**src/rtl/mpq_cmd_feeder_if.sv**
```systemverilog
// Host entry stream into the feeder and load/command strobes out to the queue stage.
// master = feeder side, slave = host/queue side.
interface mpq_cmd_feeder_if;
    logic       in_valid;
    logic       in_ready;
    logic       in_kind;
    logic [7:0] in_data;
    logic [2:0] in_cmd;
    logic [7:0] in_index;
    logic [7:0] in_value;
    logic       q_rst;
    logic       data_valid;
    logic [7:0] data;
    logic       cmd_valid;
    logic [2:0] cmd;
    logic [7:0] index;
    logic [7:0] value;
    logic       busy;
    logic       done;

    modport master (
        input  in_valid, in_kind, in_data, in_cmd, in_index, in_value, busy, done,
        output in_ready, q_rst, data_valid, data, cmd_valid, cmd, index, value
    );

    modport slave (
        output in_valid, in_kind, in_data, in_cmd, in_index, in_value, busy, done,
        input  in_ready, q_rst, data_valid, data, cmd_valid, cmd, index, value
    );
endinterface

```
**src/rtl/mpq_cmd_feeder.sv**
```systemverilog
// Buffers host data/command entries and replays each frame to the queue as a burst plus busy-paced commands.
// Outputs registered (first word 2 cycles after the triggering push); in_ready = !full.
module mpq_cmd_feeder #(
    parameter int DEPTH = 16
) (
    input  logic                   clk,
    input  logic                   rst,
    mpq_cmd_feeder_if.master       bus,
    output logic                   frame_done,
    output logic                   err_proto,
    output logic                   err_underrun,
    output logic [7:0]             cmd_count
);
    localparam int AW = $clog2(DEPTH);

    // data words ride in the index field
    typedef struct packed {
        logic       kind;
        logic [7:0] word;
        logic [7:0] value;
        logic [2:0] cmd;
    } entry_t;

    typedef enum logic [1:0] {IDLE, LOAD, CMD, DUMP} state_t;

    entry_t      mem [DEPTH];
    entry_t      head;
    entry_t      in_entry;
    logic [AW:0] wr_ptr;
    logic [AW:0] rd_ptr;
    logic [AW:0] cmd_entries;
    logic        full;
    logic        empty;
    logic        push;
    logic        pop;

    state_t      state, state_nxt;
    logic        q_rst_nxt, data_valid_nxt, cmd_valid_nxt, frame_done_nxt;
    logic        err_proto_nxt, err_underrun_nxt;
    logic [7:0]  data_nxt, index_nxt, value_nxt, cmd_count_nxt;
    logic [2:0]  cmd_nxt;

    assign empty        = (wr_ptr == rd_ptr);
    assign full         = ((wr_ptr ^ rd_ptr) == {1'b1, {AW{1'b0}}});
    assign bus.in_ready = !full;
    assign push         = bus.in_valid && !full;
    assign head         = mem[rd_ptr[AW-1:0]];

    always_comb begin
        in_entry.kind  = bus.in_kind;
        in_entry.word  = bus.in_kind ? bus.in_index : bus.in_data;
        in_entry.value = bus.in_value;
        in_entry.cmd   = bus.in_cmd;
    end

    always_ff @(posedge clk) begin
        if (push) begin
            mem[wr_ptr[AW-1:0]] <= in_entry;
        end
    end

    always_ff @(posedge clk or posedge rst) begin
        if (rst) begin
            wr_ptr      <= '0;
            rd_ptr      <= '0;
            cmd_entries <= '0;
        end else begin
            if (push) wr_ptr <= wr_ptr + 1'b1;
            if (pop)  rd_ptr <= rd_ptr + 1'b1;
            case ({push && bus.in_kind, pop && head.kind})
                2'b10:   cmd_entries <= cmd_entries + 1'b1;
                2'b01:   cmd_entries <= cmd_entries - 1'b1;
                default: cmd_entries <= cmd_entries;
            endcase
        end
    end

    always_comb begin
        state_nxt        = state;
        pop              = 1'b0;
        q_rst_nxt        = bus.q_rst;
        data_valid_nxt   = 1'b0;
        data_nxt         = bus.data;
        cmd_valid_nxt    = 1'b0;
        cmd_nxt          = bus.cmd;
        index_nxt        = bus.index;
        value_nxt        = bus.value;
        frame_done_nxt   = 1'b0;
        err_proto_nxt    = err_proto;
        err_underrun_nxt = err_underrun;
        cmd_count_nxt    = cmd_count;
        case (state)
            IDLE: begin
                q_rst_nxt = 1'b1;
                if (!empty) begin
                    if (head.kind) begin
                        pop           = 1'b1;
                        err_proto_nxt = 1'b1;
                    end else if (cmd_entries != '0 || full) begin
                        state_nxt = LOAD;
                    end
                end
            end
            LOAD: begin
                if (!empty && !head.kind) begin
                    pop            = 1'b1;
                    q_rst_nxt      = 1'b0;
                    data_valid_nxt = 1'b1;
                    data_nxt       = head.word;
                end else begin
                    state_nxt = CMD;
                    if (empty) err_underrun_nxt = 1'b1;
                end
            end
            CMD: begin
                // blank cycle after each pulse gives the queue's registered busy time to rise
                if (!empty) begin
                    if (!head.kind) begin
                        pop           = 1'b1;
                        err_proto_nxt = 1'b1;
                    end else if (!bus.busy && !bus.cmd_valid) begin
                        pop           = 1'b1;
                        cmd_valid_nxt = 1'b1;
                        cmd_nxt       = head.cmd;
                        index_nxt     = head.word;
                        value_nxt     = head.value;
                        cmd_count_nxt = cmd_count + 8'd1;
                        if (head.cmd[2]) state_nxt = DUMP;
                    end
                end
            end
            DUMP: begin
                if (bus.done) begin
                    frame_done_nxt = 1'b1;
                    q_rst_nxt      = 1'b1;
                    state_nxt      = IDLE;
                end
            end
            default: state_nxt = IDLE;
        endcase
    end

    always_ff @(posedge clk or posedge rst) begin
        if (rst) begin
            state          <= IDLE;
            bus.q_rst      <= 1'b1;
            bus.data_valid <= 1'b0;
            bus.data       <= '0;
            bus.cmd_valid  <= 1'b0;
            bus.cmd        <= '0;
            bus.index      <= '0;
            bus.value      <= '0;
            frame_done     <= 1'b0;
            err_proto      <= 1'b0;
            err_underrun   <= 1'b0;
            cmd_count      <= '0;
        end else begin
            state          <= state_nxt;
            bus.q_rst      <= q_rst_nxt;
            bus.data_valid <= data_valid_nxt;
            bus.data       <= data_nxt;
            bus.cmd_valid  <= cmd_valid_nxt;
            bus.cmd        <= cmd_nxt;
            bus.index      <= index_nxt;
            bus.value      <= value_nxt;
            frame_done     <= frame_done_nxt;
            err_proto      <= err_proto_nxt;
            err_underrun   <= err_underrun_nxt;
            cmd_count      <= cmd_count_nxt;
        end
    end
endmodule

```
**src/flat_wrapper.sv**
```systemverilog
// flat-port wrapper written by rule: the top's interface ports become plain ports
module mpq_cmd_feeder_flat 
#(
    parameter int DEPTH = 16
)
  (clk, rst, frame_done, err_proto, err_underrun, cmd_count, bus_in_valid, bus_in_kind, bus_in_data, bus_in_cmd, bus_in_index, bus_in_value, bus_busy, bus_done, bus_in_ready, bus_q_rst, bus_data_valid, bus_data, bus_cmd_valid, bus_cmd, bus_index, bus_value);
  mpq_cmd_feeder_if bus_i ();
  input  logic clk;
  input  logic rst;
  output logic frame_done;
  output logic err_proto;
  output logic err_underrun;
  output logic [7:0] cmd_count;
  input wire logic [$bits(bus_i.in_valid)-1:0] bus_in_valid;
  input wire logic [$bits(bus_i.in_kind)-1:0] bus_in_kind;
  input wire logic [$bits(bus_i.in_data)-1:0] bus_in_data;
  input wire logic [$bits(bus_i.in_cmd)-1:0] bus_in_cmd;
  input wire logic [$bits(bus_i.in_index)-1:0] bus_in_index;
  input wire logic [$bits(bus_i.in_value)-1:0] bus_in_value;
  input wire logic [$bits(bus_i.busy)-1:0] bus_busy;
  input wire logic [$bits(bus_i.done)-1:0] bus_done;
  output wire logic [$bits(bus_i.in_ready)-1:0] bus_in_ready;
  output wire logic [$bits(bus_i.q_rst)-1:0] bus_q_rst;
  output wire logic [$bits(bus_i.data_valid)-1:0] bus_data_valid;
  output wire logic [$bits(bus_i.data)-1:0] bus_data;
  output wire logic [$bits(bus_i.cmd_valid)-1:0] bus_cmd_valid;
  output wire logic [$bits(bus_i.cmd)-1:0] bus_cmd;
  output wire logic [$bits(bus_i.index)-1:0] bus_index;
  output wire logic [$bits(bus_i.value)-1:0] bus_value;
  assign bus_i.in_valid = bus_in_valid;
  assign bus_i.in_kind = bus_in_kind;
  assign bus_i.in_data = bus_in_data;
  assign bus_i.in_cmd = bus_in_cmd;
  assign bus_i.in_index = bus_in_index;
  assign bus_i.in_value = bus_in_value;
  assign bus_i.busy = bus_busy;
  assign bus_i.done = bus_done;
  assign bus_in_ready = bus_i.in_ready;
  assign bus_q_rst = bus_i.q_rst;
  assign bus_data_valid = bus_i.data_valid;
  assign bus_data = bus_i.data;
  assign bus_cmd_valid = bus_i.cmd_valid;
  assign bus_cmd = bus_i.cmd;
  assign bus_index = bus_i.index;
  assign bus_value = bus_i.value;
  mpq_cmd_feeder #(.DEPTH(DEPTH)) u_core (.clk(clk), .rst(rst), .bus(bus_i), .frame_done(frame_done), .err_proto(err_proto), .err_underrun(err_underrun), .cmd_count(cmd_count));
endmodule
```
**config.mk**
```make
export PLATFORM = sky130hd
export DESIGN_NAME = mpq_cmd_feeder_flat
export DESIGN_NICKNAME = d
export VERILOG_FILES = /design/src/rtl/mpq_cmd_feeder_if.sv /design/src/rtl/mpq_cmd_feeder.sv /design/src/flat_wrapper.sv
export SDC_FILE = /design/constraint.sdc
export NUM_CORES = 1
export LEC_CHECK = 0
export ABC_AREA = 1
export BUFFER_PORTS_ARGS = -buffer_cell sky130_fd_sc_hd__buf_2
export CAP_MARGIN = 25
export CORE_ASPECT_RATIO = 0.75
export CORE_MARGIN = 1.5
export CORE_UTILIZATION = 55
export CTS_CLUSTER_DIAMETER = 80
export DETAILED_ROUTE_END_ITERATION = 8
export GPL_TIMING_DRIVEN = 0
export PLACE_DENSITY = 0.72
export RECOVER_POWER = 50
export SETUP_SLACK_MARGIN = 0.3
export SLEW_MARGIN = 40
export SYNTH_ARGS = -nofsm -noshare
export SYNTH_HDL_FRONTEND = slang
export SYNTH_SLANG_ARGS = --single-unit
```
**constraint.sdc**
```tcl
create_clock -name clk -period 8.03 [get_ports clk]
set_clock_uncertainty 0.1 [all_clocks]
set_input_delay 0.803 -clock clk [delete_from_list [all_inputs] [get_ports clk]]
set_output_delay 0.803 -clock clk [all_outputs]
set_load 0.005 [all_outputs]
```
==> flow_summary.ini <==
[critical_path]
path_class = reg -> reg
cp_max_fo = 10
arrival_ns = 4.03
cp-end-kind = flip-flop
start_kind = flip-flop
worstPathRequired_ns = 8.38
reg2regPathDepth = 19

[clocking]
root_buffer = clkbuf_16
cts.sinks = 378
clkTransAtPathRegs_ns = 0.06
holdBufCountCts = 0
clk_path_buf_depth = 3
numCtsBuffers = 36
clk_latency_ns = 0.54
cts_max_level = 2
cts_tree = built
post_cts_resized = 0
post_cts.repair.setup_buffers = 0

[synth]
ys_seq_elements = 378
syn-instance-count = 1274
ys.flop_type = edfxtp_1
synth-edff-count = 320
yosysWarnings = 0
synth_area_um2 = 15600
ys_seq_area_share_pct = 71.1
synth_area_leader_cell = edfxtp_1
synth_top_area_share_pct = 61.7
async_flop_share_pct = 15.3
synth.area.top_cells = edfxtp_1 (62%), dfrtp_1 (9.2%), o21ai_0 (5.1%)
ys_types = 43
synth_nets = 1323
syn_avg_cell_area_um2 = 12.2

[route]
drt-total-wl_mm = 40.8
drc = 0
via_per_inst = 5.89
wl_per_cell_um = 22.5
vias = 10700
first_iter_violations = 1296
ant_nets = 0
dr.pass1.iters = 5

[grt]
grt_pass1_wl_mm = 61.3
grt_pass1_vias = 10200
antenna_found_initial = 0
track_usage_pct = 28.4
gr-total-overflow = 0
grt_max_degree = 40

[power]
power_density_nw_per_um2 = 369
total_leakage_power_nw = 6.53
vdd_drop_max_mv = 0.231

[layout]
area_delta_synth_final_pct = 15.3
fillCellCount = 2092
nets = 1452
drive_gt1_share_pct = 13.1
layout_commonest_cell = edfxtp_1
final_cell_mix = edfxtp_1 (320), nor2_1 (191), nand2_1 (183)
antenna_cells = 0

[sta]
finalMaxSlewViolations = 40
rsz0062_at_grt = false
period_share_pct = 45.9
max_freq_ghz = 0.271
setup_violations = 0
worst_slack_ns = 4.34
finalSetupTns_ns = 0
relSlewSlack_pct = -57.9
worst_pin_slew_ns = 2.37
finalWorstPathRequiredPeriod_ns = 3.69
hold_viol_final = 0

[outcome]
status = finished with violations
violations = max-capacitance violations, max-slew violations

[placement]
dpl.hpwl_mm = 26.5
portBuffers = 74
place_congestion = 0.862
post-place-ws_ns = 4.57

[floorplanning]
fp-row-count = 53
start_util_pct = 55.8
die-width_um = 197
num_io_pins = 75
fp.dieH_um = 149
coreArea_um2 = 27900
die_area_um2 = 29300

[hold_path]
hold_class = in -> async

[flow_run]
maxCapViolations = 1
==> metrics by stage <==
step	utilization (%)	power, W	cells	instance area [um^2]	hold WS, ns
2_1_floorplan	-	0.00405	1274	15600	0.343
3_3_place_gp	58.8	0.00481	1733	16400	0.358
3_5_place_dp	60.4	0.00497	1749	16900	0.360
4_1_cts	64.4	0.00661	1815	18000	0.121
5_1_grt	64.3	0.00696	1816	17900	0.376
6_report	64.3	0.00663	1816	17900	0.303
==> critical path, stage by stage (launching register included) <==
cell and delay [ns]:
dfrtp_1 0.32, clkbuf_1 0.48, inv_2 0.08, buf_2 0.26, nand3_1 0.16, nand3_2 0.15
nand2_4 0.14, nand2_1 0.07, nand2_1 0.07, nand3_2 0.15, nand2_2 0.17, nor2_1 0.07
ha_1 0.26, ha_1 0.36, nand2_1 0.08, nor2_1 0.04, a211oi_1 0.27, nor2_1 0.08
nor2_1 0.14, xor2_1 0.16
==> flip-flops by register name, summed over array words and instances (netlist names), 2 cells and up <==
register	count
u_core.bus.data	8
u_core.cmd_count	8
u_core.bus.index	8
u_core.state	2
u_core.wr_ptr	5
u_core.mem	320
u_core.cmd_entries	5
u_core.bus.value	8
u_core.bus.cmd	3
u_core.rd_ptr	5
==> routing by layer <==
layer	wire length [um]	part of all wire, %	GRT usage, %
met2	18200	45	42.0
met3	4530	11	6.10
met5	0	0	0
met1	17000	42	42.6
met4	1090	2.7	8.78
==> final timing paths <==
check	from	to	slack [ns]
min in group clk	u_core.bus.data[3]	u_core.bus.data[3]	0.37
min	rst	u_core.cmd_entries[4]	0.30
max in group asynchronous	rst	u_core.bus.value[5]	4.88
min reg2reg	u_core.bus.data[3]	u_core.bus.data[3]	0.37
max reg2reg	u_core.rd_ptr[2]	u_core.cmd_entries[4]	4.34
max	u_core.rd_ptr[2]	u_core.cmd_entries[4]	4.34
==> cells by family (layout without fill, tap and decap cells) <==
| group | Yosys count | count (layout) | synth area share, % |
|---|---|---|---|
| adder cells (fa/ha/maj) | 16 | 16 | 1.33 |
| multiplexers | 8 | 8 | 0.579 |
| AND/OR/NAND/NOR | 473 | 473 | 12.8 |
| buffers and inverters | 127 | 284 | 3.82 |
| AO/OA/AOI/OAI | 257 | 257 | 9.60 |
| flip-flops | 378 | 378 | 71.1 |
| XOR/XNOR | 15 | 15 | 0.844 |
==> cells in the mapped netlist (10+ instances only) <==
| cell | instances |
|---|---|
| buf_2 | 19 |
| clkbuf_1 | 38 |
| dfrtp_1 | 57 |
| edfxtp_1 | 320 |
| ha_1 | 15 |
| inv_1 | 50 |
| nand2_1 | 183 |
| nand2_2 | 14 |
| nand3_1 | 50 |
| nor2_1 | 205 |
| o211ai_1 | 10 |
| o21ai_0 | 158 |
| o221ai_1 | 26 |
| o22ai_1 | 38 |
| xor2_1 | 12 |
==> final cells by class <==
cell class | count | area (um^2) | share of cell area, %
sequential | 378 | 11100 | 61.6
multi-input combinational | 769 | 4020 | 22.4
clock buffer | 51 | 1010 | 5.63
timing repair buffer | 91 | 662 | 3.69
tap | 385 | 482 | 2.68
buffer | 70 | 374 | 2.08
inverter | 57 | 220 | 1.23
clock inverter | 15 | 111 | 0.621
==> report_power, final <==
| group | switching (W) | total (W) | internal, W |
|---|---|---|---|
| logic | 0.00169 | 0.00242 | 0.000730 |
| registers | 0.000128 | 0.00256 | 0.00244 |
| clock network | 0.000728 | 0.00164 | 0.000915 |
| total | 0.00255 | 0.00663 | 0.00408 |
Note: power is estimated with default switching activity, not from simulation.
